`src/rtl/l0_buffer_status_ctrl.sv`:
```
// L0 buffer status controller: per-channel load tracking, tile step counting and run sequencing.
// Optional sticky protocol-error flag enabled by defining L0_STATUS_ERR_CHECK_EN.
module l0_buffer_status_ctrl #(
  parameter int unsigned NUM_CH        = 3,
  parameter int unsigned CNT_W         = 11,
  parameter int unsigned LOAD_OVERHEAD = 100,
  parameter int unsigned L0_STEPS      = 19,
  parameter int unsigned STEP_W        = 5,
  parameter int unsigned TILE_W        = 6,
  parameter int unsigned NUM_TILES     = 2
) (
  input  logic                    clk,
  input  logic                    rst,
  input  logic                    start,
  input  logic [NUM_CH-1:0]       mem_valid,
  input  logic [NUM_CH*CNT_W-1:0] ch_depth,
  output logic [2*NUM_CH-1:0]     status,
  output logic                    all_ready,
  output logic [STEP_W-1:0]       step_cnt,
  output logic [TILE_W-1:0]       tile_idx,
  output logic                    tile_end,
  output logic                    done,
  output logic                    busy,
  output logic                    err
);

  typedef enum logic [1:0] {
    StIdle    = 2'b00,
    StLoading = 2'b01,
    StReady   = 2'b10,
    StDone    = 2'b11
  } ch_state_e;

  localparam logic [STEP_W-1:0] LastStep = STEP_W'(L0_STEPS - 1);
  localparam logic [TILE_W-1:0] LastTile = TILE_W'(NUM_TILES - 1);
  localparam logic [CNT_W:0]    Overhead = (CNT_W + 1)'(LOAD_OVERHEAD);

  ch_state_e               state_q [NUM_CH];
  ch_state_e               state_d [NUM_CH];
  logic [CNT_W-1:0]        cnt_q   [NUM_CH];
  logic [CNT_W-1:0]        cnt_d   [NUM_CH];
  logic [NUM_CH*CNT_W-1:0] depth_q, depth_d;
  logic [STEP_W-1:0]       step_q, step_d;
  logic [TILE_W-1:0]       tile_q, tile_d;
  logic                    done_q, done_d;
  logic [NUM_CH-1:0]       load_hit;
  logic                    last_tile;

  // Compare cnt+1 against overhead+depth so the sum never wraps at CNT_W bits.
  always_comb begin
    for (int unsigned i = 0; i < NUM_CH; i++) begin
      load_hit[i] = (({1'b0, cnt_q[i]} + (CNT_W + 1)'(1)) ==
                     (Overhead + {1'b0, depth_q[i*CNT_W +: CNT_W]}));
    end
  end

  always_comb begin
    all_ready = 1'b1;
    busy      = 1'b0;
    status    = '0;
    for (int unsigned i = 0; i < NUM_CH; i++) begin
      status[2*i +: 2] = state_q[i];
      if (state_q[i] != StReady) begin
        all_ready = 1'b0;
      end
      if (state_q[i] == StLoading || state_q[i] == StReady) begin
        busy = 1'b1;
      end
    end
  end

  assign last_tile = (tile_q == LastTile);
  assign tile_end  = all_ready && (step_q == LastStep);
  assign step_cnt  = step_q;
  assign tile_idx  = tile_q;
  assign done      = done_q;

  always_comb begin
    step_d  = step_q;
    tile_d  = tile_q;
    depth_d = depth_q;
    done_d  = 1'b0;
    for (int unsigned i = 0; i < NUM_CH; i++) begin
      state_d[i] = state_q[i];
      cnt_d[i]   = cnt_q[i];
    end

    if (start) begin
      depth_d = ch_depth;
      step_d  = '0;
      tile_d  = '0;
      for (int unsigned i = 0; i < NUM_CH; i++) begin
        state_d[i] = StLoading;
        cnt_d[i]   = '0;
      end
    end else if (tile_end) begin
      step_d = '0;
      if (last_tile) begin
        done_d = 1'b1;
        for (int unsigned i = 0; i < NUM_CH; i++) begin
          state_d[i] = StDone;
        end
      end else begin
        tile_d = tile_q + TILE_W'(1);
        for (int unsigned i = 0; i < NUM_CH; i++) begin
          state_d[i] = StLoading;
          cnt_d[i]   = '0;
        end
      end
    end else begin
      if (all_ready) begin
        step_d = step_q + STEP_W'(1);
      end
      // Only loading channels react to mem_valid; everything else holds.
      for (int unsigned i = 0; i < NUM_CH; i++) begin
        if (state_q[i] == StLoading && mem_valid[i]) begin
          if (load_hit[i]) begin
            state_d[i] = StReady;
            cnt_d[i]   = '0;
          end else begin
            cnt_d[i] = cnt_q[i] + CNT_W'(1);
          end
        end
      end
    end
  end

  always_ff @(posedge clk) begin
    if (rst) begin
      for (int unsigned i = 0; i < NUM_CH; i++) begin
        state_q[i] <= StIdle;
        cnt_q[i]   <= '0;
      end
      depth_q <= '0;
      step_q  <= '0;
      tile_q  <= '0;
      done_q  <= 1'b0;
    end else begin
      for (int unsigned i = 0; i < NUM_CH; i++) begin
        state_q[i] <= state_d[i];
        cnt_q[i]   <= cnt_d[i];
      end
      depth_q <= depth_d;
      step_q  <= step_d;
      tile_q  <= tile_d;
      done_q  <= done_d;
    end
  end

`ifdef L0_STATUS_ERR_CHECK_EN
  logic              err_q, err_d;
  logic [NUM_CH-1:0] stray_valid;

  always_comb begin
    for (int unsigned i = 0; i < NUM_CH; i++) begin
      stray_valid[i] = mem_valid[i] && (state_q[i] != StLoading);
    end
  end

  // A start clears the flag unless it interrupts a live run.
  always_comb begin
    err_d = err_q;
    if (start) begin
      err_d = busy;
    end else if (|stray_valid) begin
      err_d = 1'b1;
    end
  end

  always_ff @(posedge clk) begin
    if (rst) begin
      err_q <= 1'b0;
    end else begin
      err_q <= err_d;
    end
  end

  assign err = err_q;
`else
  assign err = 1'b0;
`endif

endmodule

```
`config.mk`:
```
export PLATFORM = sky130hd
export DESIGN_NAME = l0_buffer_status_ctrl
export DESIGN_NICKNAME = d
export VERILOG_FILES = /design/src/rtl/l0_buffer_status_ctrl.sv
export SDC_FILE = /design/constraint.sdc
export NUM_CORES = 1
export LEC_CHECK = 0
export CAP_MARGIN = 20
export CORE_UTILIZATION = 45
export DETAILED_ROUTE_END_ITERATION = 12
export PLACE_DENSITY = 0.66
export SLEW_MARGIN = 20
export SYNTH_ARGS = -nofsm -noshare
export SYNTH_HDL_FRONTEND = slang
export SYNTH_SLANG_ARGS = --single-unit
```
`constraint.sdc`:
```
create_clock -name clk -period 5.5 [get_ports clk]
set_input_delay 1.375 -clock clk [delete_from_list [all_inputs] [get_ports clk]]
set_output_delay 1.375 -clock clk [all_outputs]
set_load 0.005 [all_outputs]
```
==> After elaboration in Yosys (flattened, before gate mapping) <==
Memories as Yosys holds them, arrays and structs flattened.
Cells that the tools add are included.
{ "op_classes": {"n_addsub": 11, "multipliers": 0, "n_div": 0, "order_cmp": 0, "n_eq_ne": 14, "n_shift": 0, "n_mux": 34, "n_bitwise": 8, "reduce_logical": 11} }
{ "ops": {"columns": ["cell", "n"], "rows": [
  ["$mux W11", 9],
  ["$mux W33", 3],
  ["$add A11 B1 Y12 const B", 3],
  ["$add A7 B11 Y12 const A", 3],
  ["$eq A12 B12 Y1", 3],
  ["$add A11 B1 Y11 const B", 3],
  ["$mux W2", 9],
  ["$mux W6", 3],
  ["$mux W1", 10],
  ["$add A6 B1 Y6 const B", 1],
  ["$eq A2 B1 Y1 const B", 3],
  ["$eq A2 B2 Y1 const B", 3],
  ["$eq A6 B1 Y1 const B", 1],
  ["$ne A2 B2 Y1 const B", 3],
  ["$or A1 B1 Y1", 6],
  ["$reduce_or A3 Y1", 2],
  ["$add A5 B1 Y5 const B", 1],
  ["$eq A5 B5 Y1 const B", 1],
  ["$logic_and A1 B1 Y1", 4],
  ["$logic_or A1 B1 Y1", 3],
  ["$not A1 Y1", 2],
  ["$reduce_and A2 Y1", 1],
  ["$reduce_or A2 Y1", 1]
]} }
{ "word_totals": {"register_bits": 45, "latch_bits": 0, "ramBits": 39, "rom_bits": 0, "output_inout_bits": 22, "word_cells": 84, "n_memories": 2} }
{ "memory_table": {"columns": ["name", "depth", "word_bits", "rd", "rd_ports_with_merged_regs", "write_ports", "line_no", "rtl"], "rows": [
  ["cnt_q", 3, 11, 3, 0, 3, "40", "logic [CNT_W-1:0] cnt_q [NUM_CH];"],
  ["state_q", 3, 2, 3, 0, 3, "38", "ch_state_e state_q [NUM_CH];"]
]} }

==> Depth between registers and ports, before layout <==
An unclocked memory read counts as a cell.
{ "logic_depth": {"ltp_word": 9, "mapped_depth": 12} }

==> Least setup slack after synthesis <==
OpenSTA, ideal clock, no wires.
{ "synth_path": {"kind": "input-to-reg", "from": "input start", "to": "memory cnt_q[1][9], in the netlist cnt_q[0][20]", "setup_time_ns": 0.058, "t_arrival_ns": 2.919, "setup_slack_ns": 2.523, "path_stages": 8, "n_path_buf": 2, "path_cell_list": "clkbuf_1 > or2_2 > clkbuf_1 > nor2_1 > nand3_1 > or3_1 > a21oi_1 > a21o_1"} }
{ "synth_rtl": {"columns": ["element", "line_no", "rtl"], "rows": [
  ["start, declared", "14", "input logic start,"],
  ["end, declared", "40", null]
]} }

==> impl_metrics.env <==
export IMPL_critPathCapture="tile_end"
export IMPL_syn_area_um2=4910
export IMPL_whs_ns=0.509
export IMPL_muxShareOfSynthArea=0.0739
export IMPL_setup_tns_ns=0
export IMPL_cp_max_fo=9
export IMPL_num_io_pins=61
export IMPL_clock_fmax_ghz=0.250
export IMPL_rsz0062_at_grt="no"
export IMPL_hold_path_depth=1
export IMPL_synthArstFlopShare=0
export IMPL_r2r_start="state_q[0][2]$_SDFFE_PP0P_"
export IMPL_end_kind="output pin"
export IMPL_numCtsBuffers=9
export IMPL_met3_usage=0.0264
export IMPL_rows=37
export IMPL_area_growth_pct=18.3
export IMPL_overflow=0
export IMPL_regToRegSetupSlack_ns=2.42
export IMPL_cts_sinks=84
export IMPL_core_region_area_um2=10500
export IMPL_ys_seq_area_frac=0.343
export IMPL_gp_congestion=0.859
export IMPL_htreeDepth=3
export IMPL_hold_violations=0
export IMPL_cp_start_kind="register"
export IMPL_via_count=4231
export IMPL_worst_hold_path_type="reg2reg"
export IMPL_ys_top_cells_by_area="dfxtp_1 34%, xnor2_1 10%, mux2i_1 6.9%"
export IMPL_finalCritPeriodShare=0.727
export IMPL_die_area_um2=11300
export IMPL_ff2ff_path_depth=8
export IMPL_drive_above_1_share=0.0423
export IMPL_layout_min_cycle_time_ns=4.00
export IMPL_nets=690
export IMPL_synth_xor_area_share=0.159
export IMPL_post_cts_resized=0
export IMPL_grt_max_degree=26
export IMPL_drc=0
export IMPL_grt_pass1_vias=3925
export IMPL_netlist_area_leader_share=0.343
export IMPL_setup_ws_ns=1.50
export IMPL_grt_pass1_wl_um=18500
export IMPL_ys_flop_type="dfxtp_1"
export IMPL_peakVddDrop_uv=94.4
export IMPL_worst_pin_slew_ns=0.794
export IMPL_root_buffer="clkbuf_8"
export IMPL_cts_hold_buffers=0
export IMPL_totalWireLength_um=11000
export IMPL_die_w_um=106
export IMPL_use_met2=0.335
export IMPL_worstPathArrival_ns=2.62
export IMPL_synth_fa_ha_area_frac=0.0408
export IMPL_top_usage_layer="met2"
export IMPL_ctsLongestPathBuffers=2
export IMPL_seq_area_um2=1680
export IMPL_syn_nets=643
export IMPL_p_leak_uw=0.00222
export IMPL_cp_required_ns=4.12
export IMPL_synth_top_family_by_area="simple AND/OR/NAND/NOR gates"
export IMPL_startpoint="state_q[0][2]$_SDFFE_PP0P_"
export IMPL_status="finished, final reports clean"
export IMPL_synth_edf_count=0
export IMPL_final_antenna_net_count=0
export IMPL_yosys_area_top_type="dfxtp_1"
export IMPL_final_common_cell="dfxtp_1"
export IMPL_antenna_found_initial=0
export IMPL_post_cts_setup_buffer_count=0
export IMPL_dieHeight_um=106
export IMPL_wl_per_cell_um=14.3
export IMPL_fillers=1005
export IMPL_yosysWarnings=0
export IMPL_clock_latency_ns=0.36
export IMPL_initial_core_util=0.469
export IMPL_drtIter0Drc=173
export IMPL_cts_clk_slew_worst_paths_ns=0.09
export IMPL_use_met1=0.271
export IMPL_io_buffers=59
export IMPL_dp_slack_ns=1.57
export IMPL_antenna_cells=0
export IMPL_hpwlAfterDp_um=8150
export IMPL_power_density_nw_per_um2=230
export IMPL_maxSlewViolCount=0
export IMPL_vias_per_cell=5.47
export IMPL_synth_cells=588
export IMPL_ys_types=62
export IMPL_relSlewSlack=0.469
export IMPL_ys_ff_latch=84
export IMPL_cts_tree="built"
export IMPL_max_cap_viol_count=0
export IMPL_grt_use_total=0.203
export IMPL_clock_skew_final_ns=0.00919
export IMPL_setup_violations=0
export IMPL_yosys_area_share_simple=0.254
export IMPL_dr_pass1_iters=4
export IMPL_layout_common_cells="84 x dfxtp_1, 79 x nor2_1, 58 x clkdlybuf4s50_1, 57 x xnor2_1, 55 x nand2_1"
export IMPL_post_synth_cell_area_avg_um2=8.35
export IMPL_crit_type="reg2out"
export IMPL_synth_compound_area_frac=0.0981
export IMPL_multi_input_area_um2=3070
export IMPL_rr_endpoint="cnt_q[0][13]$_SDFFE_PP0P_"
## critical path, cell delays in order, from the launching register on
cell and delay, ns:
dfxtp_1 0.41, inv_1 0.06, ha_1 0.19, and3_1 0.26, nand4_1 0.36, clkinv_1 0.42, clkdlybuf4s50_1 0.56
## per-stage QoR
step / power (µW) / std cells / utilization / cell area, µm²
6_report: 1330 / 774 / 0.555 / 5810
5_1_grt: 1390 / 774 / 0.555 / 5810
4_1_cts: 1340 / 774 / 0.555 / 5810
3_5_place_dp: 815 / 760 / 0.533 / 5570
3_3_place_gp: 811 / 760 / 0.533 / 5570
2_1_floorplan: 760 / 588 / - / 4910
## report_power, final
| group | internal, µW | total [µW] | switching, µW |
|---|---|---|---|
| logic | 81.1 | 155 | 73.6 |
| registers | 624 | 646 | 21.6 |
| clock network | 310 | 533 | 223 |
## cell usage after synthesis, types with 2 or more instances
cell type / instances
a211oi_1: 5
o41ai_1: 2
o21ai_0: 18
nor4_1: 6
or3_1: 6
ha_1: 16
nand4_1: 14
a21oi_1: 12
buf_1: 2
nand2b_1: 4
a21o_1: 4
a221o_1: 2
dfxtp_1: 84
nand3_1: 33
and3_1: 8
nand3b_1: 2
xnor2_1: 57
nor2b_1: 6
nor3_1: 26
clkbuf_1: 19
nor2_1: 79
o31ai_1: 4
mux2i_1: 34
and4_1: 4
and2_1: 2
a22o_1: 2
xor2_1: 32
inv_1: 11
a31oi_1: 3
nand2_1: 55
o211ai_1: 5
## state kept, by name (all words and copies together), names as in the netlist
name / flops
cnt_q: 33
tile_idx: 6
step_cnt: 5
state_q: 6
done: 1
depth_q: 33
## cell families (layout without fill, tap and decap cells)
| group | after synthesis | in the layout |
|---|---|---|
| AO/OA/AOI/OAI | 70 | 70 |
| flip-flops | 84 | 84 |
| buffers and inverters | 37 | 87 |
| other | 1 | 1 |
| XOR/XNOR | 89 | 89 |
| AND/OR/NAND/NOR | 256 | 256 |
| multiplexers | 35 | 35 |
| adder cells (fa/ha/maj) | 16 | 16 |
## metal layers
metal | vias up | wire length [µm]
li1 | 2135 | -
met1 | 2003 | 5410
met2 | 85 | 5100
met3 | 8 | 417
met4 | 0 | 115
met5 | - | 0
## worst min-delay path by stage
stage | startpoint | to | slack, ns
finish | cnt_q[0][12]$_SDFFE_PP0P_ | cnt_q[0][12]$_SDFFE_PP0P_ | 0.51
global route | cnt_q[0][23]$_SDFFE_PP0P_ | cnt_q[0][23]$_SDFFE_PP0P_ | 0.55
CTS | cnt_q[0][12]$_SDFFE_PP0P_ | cnt_q[0][12]$_SDFFE_PP0P_ | 0.51
detailed placement | cnt_q[0][12]$_SDFFE_PP0P_ | cnt_q[0][12]$_SDFFE_PP0P_ | 0.49
global placement | cnt_q[0][23]$_SDFFE_PP0P_ | cnt_q[0][23]$_SDFFE_PP0P_ | 0.49
floorplan | cnt_q[0][23]$_SDFFE_PP0P_ | cnt_q[0][23]$_SDFFE_PP0P_ | 0.47
## final cells by class
cell class / instances / share of cell area
multi-input cells: 467 / 0.529
flip-flops and latches: 84 / 0.290
repair buffers: 61 / 0.103
well taps: 136 / 0.0293
clock buffers: 10 / 0.0237
clock inverters: 4 / 0.0170
inverters: 12 / 0.00776
Note: power is estimated with default switching activity, not from simulation.
